$ cat config.mk
export PLATFORM = sky130hd
export DESIGN_NAME = nibble_add_seq
export DESIGN_NICKNAME = d
export VERILOG_FILES = /design/src/rtl/nibble_add_seq.sv
export SDC_FILE = /design/constraint.sdc
export NUM_CORES = 1
export LEC_CHECK = 0
export ABC_AREA = 1
export CORE_UTILIZATION = 47
export DETAILED_ROUTE_END_ITERATION = 10
export HOLD_SLACK_MARGIN = 0.05
export PLACE_DENSITY = 0.78
export SYNTH_ARGS = -nofsm -noshare
export SYNTH_HDL_FRONTEND = slang
export SYNTH_SLANG_ARGS = --single-unit
$ cat constraint.sdc
create_clock -name clk -period 2.15 [get_ports clk]
set_input_delay 0.3225 -clock clk [delete_from_list [all_inputs] [get_ports clk]]
set_output_delay 0.3225 -clock clk [all_outputs]
set_load 0.02 [all_outputs]
$ cat src/rtl/nibble_add_seq.sv
// rtl/nibble_add_seq.sv - multi-cycle adder using one shared 4-bit ripple slice, optional SUBTRACT_EN
module nibble_add_seq #(
   parameter int WIDTH = 16
) (
   input  logic             clk,
   input  logic             rst_n,
   input  logic             in_valid,
   output logic             in_ready,
   input  logic [WIDTH-1:0] a,
   input  logic [WIDTH-1:0] b,
   input  logic             cin,
`ifdef SUBTRACT_EN
   input  logic             sub,
`endif
   output logic             out_valid,
   input  logic             out_ready,
   output logic [WIDTH-1:0] sum,
   output logic             cout,
   output logic             busy
);

   localparam int NIB = WIDTH / 4;
   localparam int CW  = (NIB > 1) ? $clog2(NIB) : 1;

   typedef enum logic [1:0] {IDLE, RUN, DONE} state_t;

   state_t           state_q, state_d;
   logic [CW-1:0]    cnt_q, cnt_d;
   logic             carry_q, carry_d;
   logic [WIDTH-1:0] a_q, a_d;
   logic [WIDTH-1:0] b_q, b_d;
   logic [WIDTH-1:0] partial_q, partial_d;
   logic [WIDTH-1:0] sum_q, sum_d;
   logic             cout_q, cout_d;
   logic             out_valid_q, out_valid_d;

   logic [3:0]       s4;
   logic [4:0]       rc;
   logic             b_inv;

   // Operands are shifted right one nibble per RUN edge, so the active nibble is
   // always bits [3:0]; each result nibble enters partial at the top and has
   // reached its own position once all NIB nibbles are in.
   // Four chained full adders on the current nibble, carry_q in, rc[4] out.
   always_comb begin
      rc    = 5'b0;
      s4    = 4'b0;
      rc[0] = carry_q;
      for (int i = 0; i < 4; i++) begin
         s4[i]    = a_q[i] ^ b_q[i] ^ rc[i];
         rc[i+1]  = (a_q[i] & b_q[i]) | (rc[i] & (a_q[i] ^ b_q[i]));
      end
   end

   // Subtract selects inverted B with a forced carry-in of 1 (two's complement).
`ifdef SUBTRACT_EN
   assign b_inv = sub;
`else
   assign b_inv = 1'b0;
`endif

   // Next-state and datapath updates for the IDLE/RUN/DONE sequencer.
   always_comb begin
      state_d     = state_q;
      cnt_d       = cnt_q;
      carry_d     = carry_q;
      a_d         = a_q;
      b_d         = b_q;
      partial_d   = partial_q;
      sum_d       = sum_q;
      cout_d      = cout_q;
      out_valid_d = out_valid_q;
      case (state_q)
         IDLE: begin
            if (in_valid) begin
               a_d       = a;
               b_d       = b_inv ? ~b : b;
               carry_d   = b_inv ? 1'b1 : cin;
               cnt_d     = '0;
               partial_d = '0;
               state_d   = RUN;
            end
         end
         RUN: begin
            partial_d = (partial_q >> 4) | (WIDTH'(s4) << (WIDTH - 4));
            a_d       = a_q >> 4;
            b_d       = b_q >> 4;
            carry_d   = rc[4];
            cnt_d     = cnt_q + 1'b1;
            if (cnt_q == CW'(NIB - 1)) begin
               sum_d       = partial_d;
               cout_d      = rc[4];
               out_valid_d = 1'b1;
               state_d     = DONE;
            end
         end
         DONE: begin
            if (out_ready) begin
               out_valid_d = 1'b0;
               state_d     = IDLE;
            end
         end
         default: begin
            state_d     = IDLE;
            out_valid_d = 1'b0;
         end
      endcase
   end

   // State and datapath registers; reset aborts any operation in flight.
   always_ff @(posedge clk or negedge rst_n) begin
      if (!rst_n) begin
         state_q     <= IDLE;
         cnt_q       <= '0;
         carry_q     <= 1'b0;
         a_q         <= '0;
         b_q         <= '0;
         partial_q   <= '0;
         sum_q       <= '0;
         cout_q      <= 1'b0;
         out_valid_q <= 1'b0;
      end else begin
         state_q     <= state_d;
         cnt_q       <= cnt_d;
         carry_q     <= carry_d;
         a_q         <= a_d;
         b_q         <= b_d;
         partial_q   <= partial_d;
         sum_q       <= sum_d;
         cout_q      <= cout_d;
         out_valid_q <= out_valid_d;
      end
   end

   assign in_ready  = rst_n && (state_q == IDLE);
   assign busy      = (state_q != IDLE);
   assign out_valid = out_valid_q;
   assign sum       = sum_q;
   assign cout      = cout_q;

endmodule

# ---- Word-level counts from Yosys, hierarchy flattened
# Index checks and enable logic that the tools add are counted.
dict set report word_totals {
  elab_cells 63
  register_bits 71
  input_bits 37
  output_inout_bits 20
}
dict set report classes {
  n_eq_ne 6
  n_reduce_logical 8
  n_addsub 1
  bitwise_logic 22
  n_mux 17
}
# cell n
set ops {}
lappend ops {{case mux 16 bit (2 select lines)} 3}
lappend ops {{2-to-1 mux 16 bit} 3}
lappend ops {{bitwise OR 12 x 16 -> 16 bit} 1}
lappend ops {{AND 1 bit} 8}
lappend ops {{2-to-1 mux 2 bit} 4}
lappend ops {{XOR 1 bit} 8}
lappend ops {{!= test 2 bit (second input constant)} 3}
lappend ops {{case mux 2 bit (3 select lines)} 1}
lappend ops {{AND reduction 3 bit} 2}
lappend ops {{== test 2 bit (second input constant)} 2}
lappend ops {{bitwise OR 1 bit} 4}
lappend ops {{case mux 2 bit (2 select lines)} 1}
lappend ops {{AND reduction 2 bit} 2}
lappend ops {{nonzero test 2 bit} 2}
lappend ops {{2-to-1 mux 1 bit} 3}
lappend ops {{case mux 1 bit (3 select lines)} 1}
lappend ops {{adder 2 x 1 -> 2 bit (second input constant)} 1}
lappend ops {{== test 2 x 1 -> 1 bit (second input constant)} 1}
lappend ops {{logical NOT 2 bit} 1}
lappend ops {{case mux 1 bit (2 select lines)} 1}
lappend ops {{logical AND 1 bit} 1}
lappend ops {{inverter 1 bit} 1}

# ---- Depth between registers and ports, before layout
dict set report depth {
  ltp_word 10
  depth_mapped 12
  depth_no_buf 12
}

# ---- Worst setup path before layout
# No wires, ideal clock.
dict set report synth_timing {
  path_type {reg2reg}
  from {reg carry_q}
  to {reg partial_q[15]}
  setup_ps 130
  path_slack_ps 42
  path_stages_with_launch 11
  n_path_buf 0
  period_less_slack_ps 2108
  required_ps 2020
  arrival_time_ps 1978
  path_cell_list {dfrtp_1 -> inv_1 -> fa_1 -> inv_1 -> fa_1 -> inv_1 -> fa_1 -> inv_1 -> fa_1 -> nand2_1 -> o21ai_0}
}
dict set report synth_between {
  elab_chain_len 9
}
# item line
set synth_rtl {}
lappend synth_rtl {{from (decl)} 29} ;# logic carry_q, carry_d;
lappend synth_rtl {{from (signal assigned)} 125} ;# carry_q <= carry_d;
lappend synth_rtl {{AND 1 bit} 51} ;# rc[i+1] = (a_q[i] & b_q[i]) | (rc[i] & (a_q[i] ^ b_q[i]));
lappend synth_rtl {{bitwise OR 1 bit} 51}
lappend synth_rtl {{AND 1 bit} 51}
lappend synth_rtl {{bitwise OR 1 bit} 51}
lappend synth_rtl {{AND 1 bit} 51}
lappend synth_rtl {{bitwise OR 1 bit} 51}
lappend synth_rtl {{XOR 1 bit} 50} ;# s4[i] = a_q[i] ^ b_q[i] ^ rc[i];
lappend synth_rtl {{named net s4[3]} 37} ;# logic [3:0] s4;
lappend synth_rtl {{bitwise OR 12 x 16 -> 16 bit} 85} ;# partial_d = (partial_q >> 4) | (WIDTH'(s4) << (WIDTH - 4));
lappend synth_rtl {{case mux 16 bit (2 select lines)} 73} ;# case (state_q)
lappend synth_rtl {{to (signal assigned)} 128} ;# partial_q <= partial_d;
lappend synth_rtl {{to (decl)} 32} ;# logic [WIDTH-1:0] partial_q, partial_d;
# The timed path passes the listed nets, and every way through them passes these cells.
# A chain may end at the register's enable or synchronous reset.

# ---- Final worst setup path
dict set report layout_timing {
  from {reg b_q[0]}
  to {reg partial_q[15]}
}
dict set report layout_between {
  elab_chain_len 10
  elab_cells_between_ends 11
  classes_between {mux: 1; bitwise: 10}
}
# item line
set layout_rtl {}
lappend layout_rtl {{from (decl)} 31} ;# logic [WIDTH-1:0] b_q, b_d;
lappend layout_rtl {{from (signal assigned)} 117} ;# b_q <= '0;
lappend layout_rtl {{from (signal assigned)} 127} ;# b_q <= b_d;
lappend layout_rtl {{XOR 1 bit} 51}
lappend layout_rtl {{AND 1 bit} 51}
lappend layout_rtl {{bitwise OR 1 bit (*)} 51}
lappend layout_rtl {{AND 1 bit (*)} 51}
lappend layout_rtl {{bitwise OR 1 bit (*)} 51}
lappend layout_rtl {{AND 1 bit (*)} 51}
lappend layout_rtl {{bitwise OR 1 bit (*)} 51}
lappend layout_rtl {{XOR 1 bit (*)} 50}
lappend layout_rtl {{named net s4[3]} 37}
lappend layout_rtl {{bitwise OR 12 x 16 -> 16 bit (*)} 85}
lappend layout_rtl {{case mux 16 bit (2 select lines) (*)} 73}
# Mark *: on every way through the listed nets, which the timed path passes. The rest lies on a longest branch.

==> out/summary.md <==
The run finished, with violations left. The checks that failed: setup timing. For the pin with the worst max-slew slack, the measured transition is 0.829 ns. The logs give 488 for the number of nets in the finished design and 20.2% for the overall global routing resource usage. Counting stages on the worst path, the most repeated cell is sky130_fd_sc_hd__inv_2.

The share of synthesized area in the top cell type comes to 53.6%. For the effective utilization at floorplan, the log shows 49.0%. Broken down by cell family, the worst path's largest delay share belongs to adder cells. The slowest stage cell on the critical path is sky130_fd_sc_hd__fa_1. Sequential cells were found to cover 53.6% of the synthesized design area. For the Yosys warning count, the log shows 0.

The run gives 0 as the total count of max-transition violations in the final report. The synthesized netlist contains 19 unique library cells. The worst hold path belongs to the class in -> async. The clock root buffer is sky130_fd_sc_hd__clkbuf_8. Setup repair after global routing could not meet its margin everywhere. The non-filler instance count after layout came out at 528. For the worst-skew pair, the clock arrives at the later sink with an insertion delay of 0.34 ns.

The global placer's final weighted congestion was 0.801; the height of the die was 83.6 um. The clock net sink count is 67, and the top-level I/O count is 57. The hold violation count in the final report is 0, and the core box area is 6390 um2.

Counting every instance in the synthesized netlist gives 387. Overall routed net length: 6310 um. For the worst setup path, the data arrival time is 2.38 ns.

The number of antenna violations at the first check in global routing is 0. In this run the static leakage power is 2.07 nW. The startpoint identified for the worst register-to-register timing path is b_q[0]. Sorting the synthesized cells by area gives the leading types as sky130_fd_sc_hd__dfrtp_1 54%, sky130_fd_sc_hd__nand2_1 14%, sky130_fd_sc_hd__nand3_1 9.1%, sky130_fd_sc_hd__inv_1 8.6%, sky130_fd_sc_hd__o21ai_0 3.4%. For the number of global-route vias before repair, the log shows 2614. The signal on the critical path passes through inv_2 -> fa_2 -> inv_2 -> fa_2 -> inv_2 -> fa_2 -> inv_2 -> fa_1 -> nand2_1 -> o21ai_1. Power spread over the standard cell area amounts to 1490 nW/um2.

Of all nets on the critical path, the largest fanout is 2. The post-synth net total was 429; the required time of the critical path was 2.37 ns. The final critical path takes up 100% of the cycle.

The endpoint kind of the worst setup timing path is a flip-flop. The critical path in this run is classified as reg -> reg. The final worst setup slack was -0.00539 ns. The largest incremental delay on the critical path is 0.43 ns, and the relative area change from synthesis to final layout is 27.0%.

The cell area that synthesis handed to floorplanning was 3130 um2. The floorplan has 29 rows. Clock-pin slew was measured on the worst setup and hold paths at 0.07 ns. Normalized max-slew margin: 44.7%.

Mean instance size in the synthesized netlist: 8.08 um2. The die is 83.6 um wide. In this run the number of H-tree levels came out at 3. The worst setup skew after layout is 0.00633 ns, and the number of buffers inserted by port buffering is 56. The via count normalized by instance count was 4.87. The floorplan step defined a die boundary enclosing 6990 um2.

The buffer and inverter count on the worst path was 4. The repair_antennas step left the layout with diodes totalling 0. Including well taps, the total number of placed cells is 509. The global-route wire length before repair was 11500 um; the synthesized flop and latch total was 67.

The worst-case register-to-register setup slack is -0.005 ns. The time the final worst path needs with I/O delays and setup is 2.16 ns. Final hold analysis gives a worst-case slack of 0.206 ns. After global routing the overflow that remains totals 0. The detailed router finished its first iteration with 98 violations. Entering global routing, the biggest net connects 68 pins.

For the CTS buffer count, the log shows 9. The tools report the HPWL reported at the end of detailed placement as 4270 um. The routed layout has 2571 vias. The endpoint identified for the worst register-to-register timing path is partial_q[15]. Worst IR drop on VDD: 939 uV. The number of cells on the worst reg-to-reg path is 10. The post-route netlist has 9.76% of its cells at a drive strength greater than 1.

After detailed routing, the number of remaining DRC violations is 0. Based on the critical path, the design can be clocked at up to 0.464 GHz. For this run, the detailed router's first-pass iteration total came to 4. The maximum clock insertion buffer count was 2; the number of setup violations in the final report was 1. Of all cell types, the one taking the most synthesized area is sky130_fd_sc_hd__dfrtp_1. Dividing the detail-routed wire length by the instance count gives 11.9 um.

The count of nets left with antenna violations once routing finished came out at 0. TritonCTS built the clock tree. The max-cap violation count came out at 0. The worst setup path is launched from a flip-flop.

Minimum setup slack after placement: -0.118 ns.
-- cells in the final DEF (no fill, tap or decap) --
cell,instances
sky130_fd_sc_hd__o21ai_1,14
sky130_fd_sc_hd__buf_4,10
sky130_fd_sc_hd__buf_2,1
sky130_fd_sc_hd__clkdlybuf4s50_1,55
sky130_fd_sc_hd__nor2_1,4
sky130_fd_sc_hd__nand2_2,3
sky130_fd_sc_hd__clkinvlp_4,1
sky130_fd_sc_hd__nand3_2,1
sky130_fd_sc_hd__clkinv_2,4
sky130_fd_sc_hd__buf_12,2
sky130_fd_sc_hd__inv_2,7
sky130_fd_sc_hd__fa_1,1
sky130_fd_sc_hd__ha_1,1
sky130_fd_sc_hd__inv_1,67
sky130_fd_sc_hd__nor2_4,1
sky130_fd_sc_hd__o22ai_1,1
sky130_fd_sc_hd__o31ai_1,1
sky130_fd_sc_hd__dfrtp_1,67
sky130_fd_sc_hd__fa_2,3
sky130_fd_sc_hd__a21oi_1,1
sky130_fd_sc_hd__nand3_1,56
sky130_fd_sc_hd__clkbuf_8,11
sky130_fd_sc_hd__o21ai_0,20
sky130_fd_sc_hd__nand2_1,119
-- worst reg2reg max path, cell delays in order (launching register included) --
cell and delay, ns:
sky130_fd_sc_hd__dfrtp_1 0.36, sky130_fd_sc_hd__inv_2 0.05, sky130_fd_sc_hd__fa_2 0.38, sky130_fd_sc_hd__inv_2 0.06, sky130_fd_sc_hd__fa_2 0.19, sky130_fd_sc_hd__inv_2 0.04, sky130_fd_sc_hd__fa_2 0.33, sky130_fd_sc_hd__inv_2 0.06
sky130_fd_sc_hd__fa_1 0.43, sky130_fd_sc_hd__nand2_1 0.10, sky130_fd_sc_hd__o21ai_1 0.07
-- synth_stat cells, drive strengths merged --
library cell,number
a21oi,1
nor2,5
dfrtp,67
o31ai,1
clkbuf,3
inv,74
fa,4
o21ai,34
o22ai,1
nand3,57
buf,17
nand2,122
ha,1
-- metal layers --
layer  vias up  share of wire [%]  GRT usage [%]
li1       1293                  -              -
met1      1188                 47           26.1
met2        75                 47           33.3
met3        15                4.1           3.46
met4         0                2.3           9.55
met5         -                  0              0
-- final cells by class --
| cell class | instances | area (um2) |
|---|---|---|
| Clock buffer | 11 | 151 |
| Multi-Input combinational cell | 226 | 1070 |
| Sequential cell | 67 | 1680 |
| Timing Repair Buffer | 68 | 671 |
| Inverter | 74 | 278 |
| Fill cell | 574 | 2410 |
| Tap cell | 77 | 96.3 |
| Clock inverter | 5 | 27.5 |
-- flip-flops by register name, summed over array words and instances, names as in the netlist --
signal     flops
sum           16
out_valid      1
a_q           16
carry_q        1
cnt_q          2
cout           1
partial_q     12
state_q        2
b_q           16
-- where the power goes --
group / internal, mW / switching [mW] / leakage, nW
combinational: 1.15 / 1.67 / 1.13
clock: 0.473 / 0.464 / 0.0949
sequential: 1.83 / 0.314 / 0.850
total: 3.45 / 2.45 / 2.07
-- logic make-up (layout without fill, tap and decap cells) --
| logic type | Yosys count | in the layout | share of synthesized area [%] |
|---|---|---|---|
| AND/OR/NAND/NOR | 184 | 184 | 24.8 |
| buffers and inverters | 94 | 158 | 12.6 |
| flip-flops | 67 | 67 | 53.6 |
| AO/OA/AOI/OAI | 37 | 37 | 6.04 |
| adder cells (fa/ha/maj) | 5 | 5 | 2.96 |
-- repair_timing --
action,4_1_cts,5_1_grt
pin swaps,3,4
endpoints found under the setup margin,2,3
hold buffers,0,0
resized for setup,8,2
gates cloned,0,0
setup buffers,1,2
-- worst max path at each step --
stage | cells past startpoint | endpoint | start | slack, ns
6_report | 10 | partial_q[15] | b_q[0] | -0.005
5_1_grt | 10 | partial_q[15] | b_q[0] | -0.08
4_1_cts | 10 | partial_q[15] | b_q[0] | -0.002
3_5_place_dp | 10 | partial_q[15] | carry_q | -0.12
3_3_place_gp | 10 | partial_q[15] | carry_q | 0.002
2_1_floorplan | 10 | partial_q[15] | carry_q | 0.04
-- per-stage QoR --
| step | power (mW) | area (um2) | utilization [%] | setup TNS, ns |
|---|---|---|---|---|
| finish | 5.90 | 3970 | 62.2 | -0.00539 |
| global route | 6.43 | 3970 | 62.2 | -0.123 |
| CTS | 5.91 | 3950 | 61.9 | -0.00168 |
| detailed placement | 4.89 | 3760 | 58.8 | -0.192 |
| global placement | 4.78 | 3760 | 58.8 | 0 |
| floorplan | 4.02 | 3130 | - | 0 |
Power figures use the tool's default switching activity.
